## config.mk

```make
export PLATFORM = sky130hd
export DESIGN_NAME = ascon_ctrl_fsm
export DESIGN_NICKNAME = d
export VERILOG_FILES = /design/src/rtl/ascon_pack.sv /design/src/rtl/ascon_round_cnt.sv /design/src/rtl/ascon_ctrl_fsm.sv
export SDC_FILE = /design/constraint.sdc
export NUM_CORES = 1
export LEC_CHECK = 0
export CAP_MARGIN = 20
export CORE_MARGIN = 1
export CORE_UTILIZATION = 52
export DETAILED_ROUTE_END_ITERATION = 10
export GPL_TIMING_DRIVEN = 0
export PLACE_DENSITY = 0.81
export SLEW_MARGIN = 20
export SYNTH_ARGS = -nofsm -noshare
export SYNTH_HDL_FRONTEND = slang
export SYNTH_SLANG_ARGS = --single-unit
```

## constraint.sdc

```tcl
create_clock -name clk_i -period 2.2 [get_ports clk_i]
set_input_delay 0.33 -clock clk_i [delete_from_list [all_inputs] [get_ports clk_i]]
set_output_delay 0.33 -clock clk_i [all_outputs]
set_load 0.005 [all_outputs]
```

## src/rtl/ascon_pack.sv

```systemverilog
`default_nettype none
// ============================================================================
// Module      : ascon_pack (package)
// Description : Shared types and constants for the Ascon control FSM:
//               controller state encoding and default round counts.
// Revision    : 1.0 - initial release
// ============================================================================
package ascon_pack;

   // Default permutation round counts (Ascon-128: a = 12, b = 6).
   localparam int unsigned c_A_ROUNDS_DEF = 12;
   localparam int unsigned c_B_ROUNDS_DEF = 6;

   typedef enum logic [3:0] {
      ST_IDLE      = 4'd0,
      ST_INIT_PERM = 4'd1,
      ST_AD_WAIT   = 4'd2,
      ST_AD_PERM   = 4'd3,
      ST_DOMSEP    = 4'd4,
      ST_TXT_WAIT  = 4'd5,
      ST_TXT_PERM  = 4'd6,
      ST_FIN_WAIT  = 4'd7,
      ST_FIN_PERM  = 4'd8,
      ST_DONE      = 4'd9
   } ascon_state_t;

endpackage
`default_nettype wire

```

## src/rtl/ascon_round_cnt.sv

```systemverilog
`default_nettype none
// ============================================================================
// Module      : ascon_round_cnt
// Description : 4-bit permutation round counter with synchronous clear,
//               count enable and terminal-count flag (count == last_i).
// Ports       : clk_i   - clock
//               rst_i   - synchronous active-high reset
//               clear_i - force count to 0 on next edge (priority over en_i)
//               en_i    - increment count
//               last_i  - terminal round index (N-1)
//               cnt_o   - current round index
//               tc_o    - high while cnt_o == last_i
// Revision    : 1.0 - initial release
// ============================================================================
module ascon_round_cnt (
   input  logic       clk_i,
   input  logic       rst_i,
   input  logic       clear_i,
   input  logic       en_i,
   input  logic [3:0] last_i,
   output logic [3:0] cnt_o,
   output logic       tc_o
);

   logic [3:0] r_cnt;

   always_ff @(posedge clk_i) begin
      if (rst_i || clear_i) begin
         r_cnt <= 4'd0;
      end else if (en_i) begin
         r_cnt <= r_cnt + 4'd1;
      end
   end

   assign cnt_o = r_cnt;
   assign tc_o  = (r_cnt == last_i);

endmodule
`default_nettype wire

```

## src/rtl/ascon_ctrl_fsm.sv

```systemverilog
`default_nettype none
// ============================================================================
// Module      : ascon_ctrl_fsm
// Description : Control FSM for an Ascon AEAD datapath. Sequences the
//               initialisation permutation, associated-data blocks, domain
//               separation, text blocks and the finalisation permutation,
//               driving Moore-decoded datapath enables.
// Options     : ASCON_ABORT_EN - adds abort_i; abort returns to IDLE.
// Ports       : clk_i, rst_i (sync, active-high)
//               start_i, decrypt_i, nb_ad_i, nb_txt_i - operation request
//               data_valid_i   - data block present
//               abort_i        - abort request (ASCON_ABORT_EN only)
//               data_ready_o   - waiting for a data block
//               round_o        - round index within current permutation
//               sel_mux_perm_o, sel_data_dec_o - datapath selects
//               we_state_o, we_cipher_o, we_tag_o - register write enables
//               xor_begin_data_o, xor_begin_key_o, xor_end_key_o,
//               xor_end_lsb_o  - XOR injection enables
//               busy_o, done_o - status
// Revision    : 1.0 - initial release
// ============================================================================
module ascon_ctrl_fsm
   import ascon_pack::*;
#(
   parameter int unsigned P_A_ROUNDS = c_A_ROUNDS_DEF,
   parameter int unsigned P_B_ROUNDS = c_B_ROUNDS_DEF,
   parameter int unsigned P_BLK_W    = 8
) (
   input  logic               clk_i,
   input  logic               rst_i,
   input  logic               start_i,
   input  logic               decrypt_i,
   input  logic [P_BLK_W-1:0] nb_ad_i,
   input  logic [P_BLK_W-1:0] nb_txt_i,
   input  logic               data_valid_i,
`ifdef ASCON_ABORT_EN
   input  logic               abort_i,
`endif
   output logic               data_ready_o,
   output logic [3:0]         round_o,
   output logic               sel_mux_perm_o,
   output logic               sel_data_dec_o,
   output logic               we_state_o,
   output logic               we_cipher_o,
   output logic               we_tag_o,
   output logic               xor_begin_data_o,
   output logic               xor_begin_key_o,
   output logic               xor_end_key_o,
   output logic               xor_end_lsb_o,
   output logic               busy_o,
   output logic               done_o
);

   localparam logic [3:0] c_A_LAST = 4'(P_A_ROUNDS - 1);
   localparam logic [3:0] c_B_LAST = 4'(P_B_ROUNDS - 1);

   ascon_state_t       r_state;
   ascon_state_t       w_next_state;
   logic               r_decrypt;
   logic [P_BLK_W-1:0] r_ad_cnt;
   logic [P_BLK_W-1:0] r_txt_cnt;
   logic [3:0]         w_round;
   logic [3:0]         w_last;
   logic               w_tc;
   logic               w_in_perm;
   logic               w_a_perm;
   logic               w_first;
   logic               w_abort;

`ifdef ASCON_ABORT_EN
   assign w_abort = abort_i && (r_state != ST_IDLE);
`else
   assign w_abort = 1'b0;
`endif

   assign w_a_perm  = (r_state == ST_INIT_PERM) || (r_state == ST_FIN_PERM);
   assign w_in_perm = w_a_perm || (r_state == ST_AD_PERM) || (r_state == ST_TXT_PERM);
   assign w_last    = w_a_perm ? c_A_LAST : c_B_LAST;
   assign w_first   = (w_round == 4'd0);

   // Held at zero outside permutations and cleared on the last round, so
   // every permutation entry starts at round 0.
   ascon_round_cnt u_round_cnt (
      .clk_i   (clk_i),
      .rst_i   (rst_i),
      .clear_i (w_abort || !w_in_perm || w_tc),
      .en_i    (w_in_perm),
      .last_i  (w_last),
      .cnt_o   (w_round),
      .tc_o    (w_tc)
   );

   always_ff @(posedge clk_i) begin
      if (rst_i) begin
         r_state <= ST_IDLE;
      end else begin
         r_state <= w_next_state;
      end
   end

   // Latched configuration and block counters.
   always_ff @(posedge clk_i) begin
      if (rst_i || w_abort) begin
         r_decrypt <= 1'b0;
         r_ad_cnt  <= '0;
         r_txt_cnt <= '0;
      end else begin
         case (r_state)
            ST_IDLE: begin
               if (start_i) begin
                  r_decrypt <= decrypt_i;
                  r_ad_cnt  <= nb_ad_i;
                  // A zero text count still needs the single padding block.
                  r_txt_cnt <= (nb_txt_i == '0) ? P_BLK_W'(1) : nb_txt_i;
               end
            end
            ST_AD_PERM: begin
               if (w_tc && (r_ad_cnt != '0)) r_ad_cnt <= r_ad_cnt - 1'b1;
            end
            ST_TXT_PERM: begin
               if (w_tc && (r_txt_cnt != '0)) r_txt_cnt <= r_txt_cnt - 1'b1;
            end
            default: ;
         endcase
      end
   end

   always_comb begin
      w_next_state     = r_state;
      data_ready_o     = 1'b0;
      sel_mux_perm_o   = 1'b0;
      sel_data_dec_o   = 1'b0;
      we_state_o       = 1'b0;
      we_cipher_o      = 1'b0;
      we_tag_o         = 1'b0;
      xor_begin_data_o = 1'b0;
      xor_begin_key_o  = 1'b0;
      xor_end_key_o    = 1'b0;
      xor_end_lsb_o    = 1'b0;
      done_o           = 1'b0;

      case (r_state)
         ST_IDLE: begin
            if (start_i) w_next_state = ST_INIT_PERM;
         end
         ST_INIT_PERM: begin
            we_state_o     = 1'b1;
            sel_mux_perm_o = !w_first;
            if (w_tc) begin
               xor_end_key_o = 1'b1;
               w_next_state  = (r_ad_cnt != '0) ? ST_AD_WAIT : ST_DOMSEP;
            end
         end
         ST_AD_WAIT: begin
            data_ready_o = 1'b1;
            if (data_valid_i) w_next_state = ST_AD_PERM;
         end
         ST_AD_PERM: begin
            we_state_o       = 1'b1;
            sel_mux_perm_o   = 1'b1;
            xor_begin_data_o = w_first;
            // Counter still holds the pre-decrement value here.
            if (w_tc) w_next_state = (int'(r_ad_cnt) > 1) ? ST_AD_WAIT : ST_DOMSEP;
         end
         ST_DOMSEP: begin
            we_state_o    = 1'b1;
            xor_end_lsb_o = 1'b1;
            w_next_state  = (int'(r_txt_cnt) > 1) ? ST_TXT_WAIT : ST_FIN_WAIT;
         end
         ST_TXT_WAIT: begin
            data_ready_o = 1'b1;
            if (data_valid_i) w_next_state = ST_TXT_PERM;
         end
         ST_TXT_PERM: begin
            we_state_o       = 1'b1;
            sel_mux_perm_o   = 1'b1;
            xor_begin_data_o = w_first;
            we_cipher_o      = w_first;
            sel_data_dec_o   = w_first && r_decrypt;
            // The last text block is absorbed by the finalisation step.
            if (w_tc) w_next_state = (int'(r_txt_cnt) > 2) ? ST_TXT_WAIT : ST_FIN_WAIT;
         end
         ST_FIN_WAIT: begin
            data_ready_o = 1'b1;
            if (data_valid_i) w_next_state = ST_FIN_PERM;
         end
         ST_FIN_PERM: begin
            we_state_o       = 1'b1;
            sel_mux_perm_o   = 1'b1;
            xor_begin_data_o = w_first;
            xor_begin_key_o  = w_first;
            we_cipher_o      = w_first;
            sel_data_dec_o   = w_first && r_decrypt;
            if (w_tc) begin
               xor_end_key_o = 1'b1;
               we_tag_o      = 1'b1;
               w_next_state  = ST_DONE;
            end
         end
         ST_DONE: begin
            done_o       = 1'b1;
            w_next_state = ST_IDLE;
         end
         default: w_next_state = ST_IDLE;
      endcase

      if (w_abort) w_next_state = ST_IDLE;
   end

   assign busy_o  = (r_state != ST_IDLE);
   assign round_o = w_round;

endmodule
`default_nettype wire

```

# [Word-level counts from Yosys, hierarchy flattened]
# Index checks and enable logic that the tools add are counted.
[totals] ff_bits=25 latch_bits=0 ramBits=0 romBits=0 in_bits=21 word_cells=91 mem_count=0
[classes] add_sub_neg=3 multipliers=0 n_div=0 order_cmp=3 n_eq_ne=20 shift=0 mux=33 n_bitwise=0 reduce_logical=27
[ops] operator="$mux 8" count=5
[ops] operator="$mux 4" count=9
[ops] operator="$pmux 4 s9" count=1
[ops] operator="$pmux 8 s2" count=2
[ops] operator="$eq 4x3->1 const B" count=4
[ops] operator="$gt 8x1->1 const B" count=2
[ops] operator="$ne 2x2->1 const B" count=8
[ops] operator="$reduce_bool 8->1" count=2
[ops] operator="$sub 8x1->8 const B" count=2
[ops] operator="$mux 1" count=11
[ops] operator="$eq 4x2->1 const B" count=2
[ops] operator="$eq 4x4->1 const B" count=2
[ops] operator="$gt 8x2->1 const B" count=1
[ops] operator="$logic_not 4->1" count=2
[ops] operator="$logic_not 8->1" count=1
[ops] operator="$reduce_and 8->1" count=1
[ops] operator="$mux 3" count=2
[ops] operator="$reduce_and 3->1" count=2
[ops] operator="$reduce_or 3->1" count=2
[ops] operator="$logic_or 1x1->1" count=5
[ops] operator="$reduce_or 5->1" count=1
[ops] operator="$add 4x1->4 const B" count=1
[ops] operator="$eq 4x1->1 const B" count=1
[ops] operator="$eq 4x4->1" count=1
[ops] operator="9 further kinds" count=16

# [Logic depth before layout (Yosys ltp)]
# Gate-level depths: netlist of run 1.
[depth] depth_word=7 mapped_depth=8 mapped_depth_nobuf=8

# [By module]
# Synthesis of run 1 repeated with hierarchy kept, for this count alone.
[hier_totals] cells_unflattened=249 area_unflattened_um2=1931.9
[by_module_without_submodules] mod="ascon_ctrl_fsm" instances=1 cells_per_inst=227 area_per_inst_um2=1712.9 seq_area_each_um2=420.4
[by_module_without_submodules] mod="ascon_round_cnt" instances=1 cells_per_inst=22 area_per_inst_um2=219.0 seq_area_each_um2=80.1

# [Least setup slack after synthesis of run 1]
# No wires, ideal clock.
[synth_timing] kind="register to register" start="register r_state[2]" end="register r_ad_cnt[4]" t_arrival_ps=1676 path_slack_ps=410 path_stages_with_launch=9 path_buffers=2 cell_sequence="dfxtp_1 > buf_6 > or2_4 > nor3_4 > nand2b_1 > buf_6 > nand3_4 > o311a_1 > o21a_1"
[synth_via] elab_chain_cells=7 elab_cells_between_ends=13 classes_between="eq/ne: 6; mux: 2; reduce/logical: 5"
[synth_rtl] item="start: declaration" line_no="ascon_ctrl_fsm.sv:57" rtl="ascon_state_t r_state;"
[synth_rtl] item="start signal: assignment" line_no="ascon_ctrl_fsm.sv:97" rtl="r_state <= w_next_state;"
[synth_rtl] item="$eq 4x1->1 / $eq 4x4->1 (equally long branches)" line_no="ascon_ctrl_fsm.sv:76" rtl="assign w_a_perm = (r_state == ST_INIT_PERM) || (r_state == ST_FIN_PERM);"
[synth_rtl] item="$logic_or 1x1->1" line_no="ascon_ctrl_fsm.sv:76"
[synth_rtl] item="$mux 4" line_no="ascon_ctrl_fsm.sv:78" rtl="assign w_last = w_a_perm ? c_A_LAST : c_B_LAST;"
[synth_rtl] item="$eq 4x4->1" line_no="ascon_round_cnt.sv:36" rtl="assign tc_o = (r_cnt == last_i);"
[synth_rtl] item="$logic_and 1x1->1" line_no="ascon_ctrl_fsm.sv:118" rtl="if (w_tc && (r_ad_cnt != '0)) r_ad_cnt <= r_ad_cnt - 1'b1;"
[synth_rtl] item="$ne 2x1->1 (no line)"
[synth_rtl] item="$reduce_and 3->1 (no line)"
[synth_rtl] item="end signal: assignment" line_no="ascon_ctrl_fsm.sv:112" rtl="r_ad_cnt <= nb_ad_i;"
[synth_rtl] item="end signal: assignment" line_no="ascon_ctrl_fsm.sv:118"
[synth_rtl] item="end: declaration" line_no="ascon_ctrl_fsm.sv:60" rtl="logic [P_BLK_W-1:0] r_ad_cnt;"
# Several ways; a longest one is shown, not always the timed one.
# A chain may end at the register's enable or synchronous reset.

# [Worst setup path after layout of run 1]
[layout_timing] start="register r_state[1]" end="output port we_state_o"
[layout_via] elab_chain_cells=3 elab_cells_between_ends=7 classes_between="eq/ne: 5; mux: 1; reduce/logical: 1"
[layout_rtl] item="$eq 4x1->1, or another cell as far along" line_no="ascon_ctrl_fsm.sv:142" rtl="case (r_state)"
[layout_rtl] item="$reduce_or 5->1 (no line) (*)"
[layout_rtl] item="$mux 1 (*)" line_no="ascon_ctrl_fsm.sv:142"
[layout_rtl] item="end: declaration" line_no="ascon_ctrl_fsm.sv:43" rtl="output logic we_state_o,"
# Every way passes the cells marked *; elsewhere a longest branch is shown, timed or not.

==> results of run 1 <==
-- layout make-up --
class | count | area [um2] | area share [%]
clock inverters | 1 | 7.51 | 0.301
repair buffers | 47 | 443 | 17.8
multi-input cells | 191 | 1310 | 52.3
flip-flops and latches | 25 | 518 | 20.8
well taps | 46 | 57.6 | 2.31
plain buffers | 11 | 98.8 | 3.96
clock buffers | 3 | 22.5 | 0.903
inverters | 11 | 41.3 | 1.66
-- cell usage after synthesis, drive strengths merged (3+ instances only) --
master   n
o211ai   6
o311ai   3
buf      6
dfxtp   25
nor4     4
o31ai    4
xnor2    3
o21a     4
or3      3
ha       9
a31oi    4
mux2i    3
nand2b   5
nand3   11
nand2   20
o21ai    5
a22oi    3
clkbuf   6
a211oi   3
a21oi   23
inv     11
nor2    36
or2      6
nor3    12
-- what timing repair did --
item	in CTS	in global routing
gates cloned	0	0
endpoints found under the setup margin	10	9
hold endpoints to repair	0	0
pin swaps	4	3
gates resized for setup	29	22
setup buffers	5	6
-- worst paths after layout --
check,to,startpoint,slack (ns),depth (start not counted)
worst max-delay path,we_state_o,r_state[1],0.05,5
worst min register to register,r_decrypt,r_decrypt,0.47,2
worst min-delay path,r_decrypt,r_decrypt,0.47,2
worst max register to register,r_txt_cnt[1],r_txt_cnt[4],0.15,6
-- registers in the layout, indices dropped and copies added (netlist names) --
| register | cells |
|---|---|
| r_decrypt | 1 |
| r_txt_cnt | 8 |
| r_state | 4 |
| r_ad_cnt | 8 |
| u_round_cnt.cnt_o | 4 |
-- per-layer routing --
layer	part of all wire (%)	vias up
met5	0	-
met4	1.9	0
met3	6.4	9
met2	47	76
met1	44	922
li1	-	967
-- cells by family after synthesis --
| logic type | Yosys count | share of synthesized area (%) |
|---|---|---|
| flip-flops | 25 | 27.2 |
| multiplexers | 3 | 1.63 |
| AO/OA/AOI/OAI | 64 | 25.1 |
| XOR/XNOR | 4 | 1.91 |
| AND/OR/NAND/NOR | 111 | 32.3 |
| buffers and inverters | 23 | 5.71 |
| adder cells (fa/ha/maj) | 9 | 6.12 |
-- through the flow --
step | setup WS [ns] | instance area, um2 | utilization (%) | TNS, ns | hold slack [ns]
3_3_place_gp | -0.355 | 2260 | 67.1 | -0.784 | 0.438
5_1_grt | -0.0103 | 2490 | 74.1 | -0.0103 | 0.493
4_1_cts | -0.0802 | 2390 | 71.2 | -0.123 | 0.466
2_1_floorplan | 0.410 | 1840 | - | 0 | 0.432
3_5_place_dp | -0.350 | 2260 | 67.1 | -0.741 | 0.445
6_report | 0.0481 | 2490 | 74.1 | 0 | 0.468
-- cell usage in the layout, fill, tap and decap left out, types with 4 or more instances in the layout --
cell | netlist | layout
clkdlybuf4s50_1 | 0 | 29
nand3_1 | 9 | 9
o211ai_1 | 6 | 6
buf_4 | 0 | 11
nand2_1 | 20 | 20
nor4_1 | 4 | 4
dfxtp_4 | 0 | 4
nor3_1 | 10 | 9
ha_1 | 9 | 9
dfxtp_1 | 25 | 19
a21oi_1 | 23 | 20
or2_1 | 4 | 4
nor2_1 | 36 | 34
clkbuf_1 | 6 | 4
o31ai_1 | 4 | 4
o21a_1 | 4 | 4
inv_1 | 11 | 11
-- critical path, stage by stage, from the launching register on --
cell,delay (ns)
dfxtp_4,0.38
buf_4,0.16
or3b_4,0.40
a21oi_2,0.19
a21o_1,0.12
dlygate4sd2_1,0.23
-- power by group --
group | switching, mW | internal (mW) | leakage, nW
Sequential | 0.118 | 0.565 | 0.208
Combinational | 0.782 | 0.622 | 0.787
Clock | 0.162 | 0.0700 | 0.0139
Total | 1.06 | 1.26 | 1.01
==> flow_metrics.env, run 1 <==
export IMPL_fill_cells=279
export IMPL_ys_async_sr_fraction_pct=0
export IMPL_placed_cell_count=321
export IMPL_final_antenna_net_count=0
export IMPL_dp_final_hpwl_um=3460
export IMPL_yosys_warnings=0
export IMPL_clk_path_buf_depth=2
export IMPL_worst_endpoint_arrival_ns=1.82
export IMPL_global_route_usage_total_pct=27.5
export IMPL_hold_violations=0
export IMPL_synthesis_nets=269
export IMPL_diodes=0
export IMPL_total_power_mw=2.32
export IMPL_floorplan_core_area_mm2=0.00336
export IMPL_firstDrtPassIters=5
export IMPL_yosysUniqueCellTypes=55
export IMPL_max_clock_freq_mhz=465
export IMPL_leakagePower_nw=1.01
export IMPL_ys_seq_elements=25
export IMPL_fp_row_count=21
export IMPL_final_non_filler_cells=335
export IMPL_vias_in_the_first_global_route=1753
export IMPL_initial_antenna_violation_count=0
export IMPL_die_w_um=61.5
export IMPL_nets=320
export IMPL_cts_hold_fix_buffers=0
export IMPL_grt_met3_usage_pct=4.83
export IMPL_path_clk_slew_ns=0.16
export IMPL_floorplan_die_area_mm2=0.00378
export IMPL_seq_area_frac_synth_pct=27.2
export IMPL_clock_tree_from_tritoncts="built"
export IMPL_initial_core_utilization_pct=54.7
export IMPL_clock_latency_of_the_later_clocked_register_in_the_worst_skew_pair_ns=0.35
export IMPL_synth_flop_cell="dfxtp_1"
export IMPL_detail_route_wirelength_um=5060
export IMPL_setup_viol=0
export IMPL_flow_area_growth_from_synthesis_pct=35.6
export IMPL_max_fo_critical_path=7
export IMPL_max_cap_violations=0
export IMPL_cts_htree_levels=1
export IMPL_tightestPinTransition_ns=0.574
export IMPL_yosys_area_top_type_share_pct=27.2
export IMPL_syn_inst=239
export IMPL_gp_congestion=0.925
export IMPL_met2_usage_grt_pct=43.8
export IMPL_top_usage_layer="met2"
export IMPL_gr_total_overflow=0
export IMPL_vias=1974
export IMPL_status="finished clean"
export IMPL_drt_initial_drc_count=166
export IMPL_synth_area_mm2=0.00184
export IMPL_finalCritPeriodShare_pct=97.8
export IMPL_pin_count_of_the_biggest_net_entering_global_routing=16
export IMPL_synth_area_leader_cell="dfxtp_1"
export IMPL_cts_inserted_buffers=3
export IMPL_drive_above_1_share_pct=18.3
export IMPL_critPathKind="reg2out"
export IMPL_drv_slew=0
export IMPL_grt_pass1_wl_um=7650
export IMPL_use_met1_pct=36.5
export IMPL_synth_edff_count=0
export IMPL_synthTopCellsByArea="dfxtp_1, nor2_1, a21oi_1, ha_1, nand2_1"
export IMPL_powerDensity_mw_per_mm2=930
export IMPL_hold_path_class="reg2reg"
export IMPL_tritoncts_sinks=25
export IMPL_ir_drop_uv=509
export IMPL_ios=37
export IMPL_drc=0
export IMPL_finClkSkew_ns=0.0116
export IMPL_min_period_ns=2.15
export IMPL_crit_path_end_kind="primary output"
export IMPL_drt_wirelength_per_cell_um=15.1
export IMPL_cts_root_buffer="clkbuf_4"
export IMPL_vias_per_cell=5.89
export IMPL_port_buffers=36
export IMPL_required_ns=1.87
export IMPL_dieHeight_um=61.5
export IMPL_post_synth_cell_area_avg_um2=7.70
export IMPL_maxSlewHeadroom_pct=61.7
export IMPL_cp_start_kind="register"
Note: power is estimated with default switching activity, not from simulation.
==> run 2, diff against run 1 <==
MAX_ROUTING_LAYER = met4   (was not set)
==> run 2 against run 1 <==
  * Cell count is the same
  * Highest routed layer unchanged
  * Critical path type unchanged
  * Clock power hardly changed
  * Design area is the same
  * Critical path depth did not move
  * Hold slack hardly changed
  * Total power about the same
  * Largest cell class unchanged
==> flow_metrics.env, run 2 (synthesis gave the netlist of run 1 again) <==
export IMPL_status="finished clean"
export IMPL_vias=1961
export IMPL_fill_cells=279
export IMPL_floorplan_core_area_mm2=0.00336
export IMPL_setup_viol=0
export IMPL_place_area_mm2=0.00226
export IMPL_hold_violations=0
export IMPL_hold_path_class="reg2reg"
export IMPL_commonest_non_fill_non_tap_cell_in_the_layout="nor2_1"
export IMPL_vias_per_cell=5.85
export IMPL_grt_met3_usage_pct=4.83
export IMPL_met2_usage_grt_pct=43.9
export IMPL_max_clock_freq_mhz=465
export IMPL_drt_wirelength_per_cell_um=15.1
export IMPL_grt_pass1_wl_um=7650
export IMPL_gp_congestion=0.942
export IMPL_dp_final_hpwl_um=3460
export IMPL_clockPowerShare_pct=10.0
export IMPL_largest_registers="r_ad_cnt x8, r_txt_cnt x8"
export IMPL_drv_slew=0
export IMPL_min_delay_start="r_decrypt"
export IMPL_flow_area_growth_from_synthesis_pct=35.6
export IMPL_critPathKind="reg2out"
export IMPL_ios=37
export IMPL_path_clk_slew_ns=0.16
export IMPL_tightestPinTransition_ns=0.579
export IMPL_top_usage_layer="met2"
export IMPL_netSwitchingFraction_pct=45.8
export IMPL_diodes=0
export IMPL_tritoncts_sinks=25
export IMPL_cts_hold_fix_buffers=0
export IMPL_cts_inserted_buffers=3
export IMPL_floorplan_die_area_mm2=0.00378
export IMPL_firstDrtPassIters=4
export IMPL_finalCritPeriodShare_pct=97.8
export IMPL_drc=0
export IMPL_power_switching_mw=1.06
export IMPL_vias_in_the_first_global_route=1746
export IMPL_cp_startpoint="r_state[1]"
export IMPL_stdcell_area_mm2=0.00249
export IMPL_maxSlewHeadroom_pct=61.4
export IMPL_cts_root_buffer="clkbuf_4"
export IMPL_cts_htree_levels=1
export IMPL_worst_endpoint_arrival_ns=1.82
export IMPL_crit_path_end_kind="primary output"
export IMPL_use_met1_pct=36.4
export IMPL_share_comb_of_total_power_pct=60.6
export IMPL_rr_startpoint="r_txt_cnt[4]"
export IMPL_powerDensity_mw_per_mm2=930
export IMPL_nets=320
export IMPL_detail_route_wirelength_um=5040
export IMPL_fp_row_count=21
export IMPL_total_power_mw=2.32
export IMPL_dieHeight_um=61.5
export IMPL_finClkSkew_ns=0.0157
export IMPL_drive_above_1_share_pct=18.3
export IMPL_final_non_filler_cells=335
export IMPL_fin_ws_ns=0.0487
export IMPL_initial_antenna_violation_count=0
export IMPL_placed_cell_count=321
export IMPL_final_antenna_net_count=0
export IMPL_min_period_ns=2.15
export IMPL_leakagePower_nw=1.01
export IMPL_port_buffers=36
export IMPL_clk_path_buf_depth=2
export IMPL_required_ns=1.87
export IMPL_drt_initial_drc_count=153
export IMPL_die_w_um=61.5
export IMPL_gr_total_overflow=0
export IMPL_max_cap_violations=0
export IMPL_cp_start_kind="register"
export IMPL_most_frequent_cells_in_the_layout="nor2_1, clkdlybuf4s50_1, nand2_1, a21oi_1, dfxtp_1"
export IMPL_max_fo_critical_path=7
export IMPL_internal_power_mw=1.26
export IMPL_initial_core_utilization_pct=54.7
export IMPL_clock_latency_of_the_later_clocked_register_in_the_worst_skew_pair_ns=0.35
export IMPL_seqPwrFrac_pct=29.4
export IMPL_dp_slack_ns=-0.350
export IMPL_clock_tree_from_tritoncts="built"
export IMPL_ir_drop_uv=507
export IMPL_global_route_usage_total_pct=28.3
export IMPL_pin_count_of_the_biggest_net_entering_global_routing=16
run 2: cell counts in the layout (fill, tap and decap cells not counted):
No cell type changed its count.
run 2: power by group through the flow:
| stage | Clock [mW] | Sequential (mW) | Combinational (mW) |
|---|---|---|---|
| global route | 0.249 | 0.695 | 1.53 |
| global placement | 0 | 0.654 | 1.22 |
| CTS | 0.238 | 0.668 | 1.28 |
| floorplan | 0 | 0.633 | 0.898 |
| finish | 0.233 | 0.681 | 1.40 |
| detailed placement | 0 | 0.657 | 1.23 |
run 2: path summary, 6_finish.rpt:
| kind | to | slack, ns | depth (start not counted) |
|---|---|---|---|
| setup / recovery | we_state_o | 0.05 | 5 |
| hold / removal | r_decrypt | 0.47 | 2 |
| setup reg to reg | r_txt_cnt[1] | 0.16 | 6 |
| hold reg to reg | r_decrypt | 0.47 | 2 |
run 2: layer usage:
layer  share of wire (%)  routed length [um]
met1                  44                2230
met2                  47                2390
met3                 6.5                 330
met4                 1.9                  95
met5                   0                   0
run 2: cell type report:
type	count	area, um2	share of cell area, %
Buffer	11	98.8	3.96
Sequential cell	25	518	20.8
Timing Repair Buffer	47	443	17.8
Clock buffer	3	22.5	0.903
Inverter	11	41.3	1.66
Multi-Input combinational cell	191	1310	52.3
Clock inverter	1	7.51	0.301
Tap cell	46	57.6	2.31
run 2: critical path, cell delays in order (launching register included):
cell           delay [ns]
dfxtp_4              0.39
buf_4                0.15
or3b_4               0.40
a21oi_2              0.19
a21o_1               0.11
dlygate4sd2_1        0.23
run 2: per-stage QoR:
step / hold slack [ns] / util (%) / setup TNS (ns)
floorplan: 0.432 / - / 0
global placement: 0.438 / 67.1 / -0.784
detailed placement: 0.445 / 67.1 / -0.741
CTS: 0.466 / 71.2 / -0.123
global route: 0.493 / 74.1 / -0.0103
finish: 0.468 / 74.1 / 0
run 2: timing repair:
| action | in CTS | in global routing |
|---|---|---|
| pin swaps | 4 | 3 |
| endpoints found under the hold margin | 0 | 0 |
| setup endpoints to repair | 10 | 9 |
| resized for setup | 29 | 22 |
| buffers inserted | 5 | 6 |
| gates cloned | 0 | 0 |
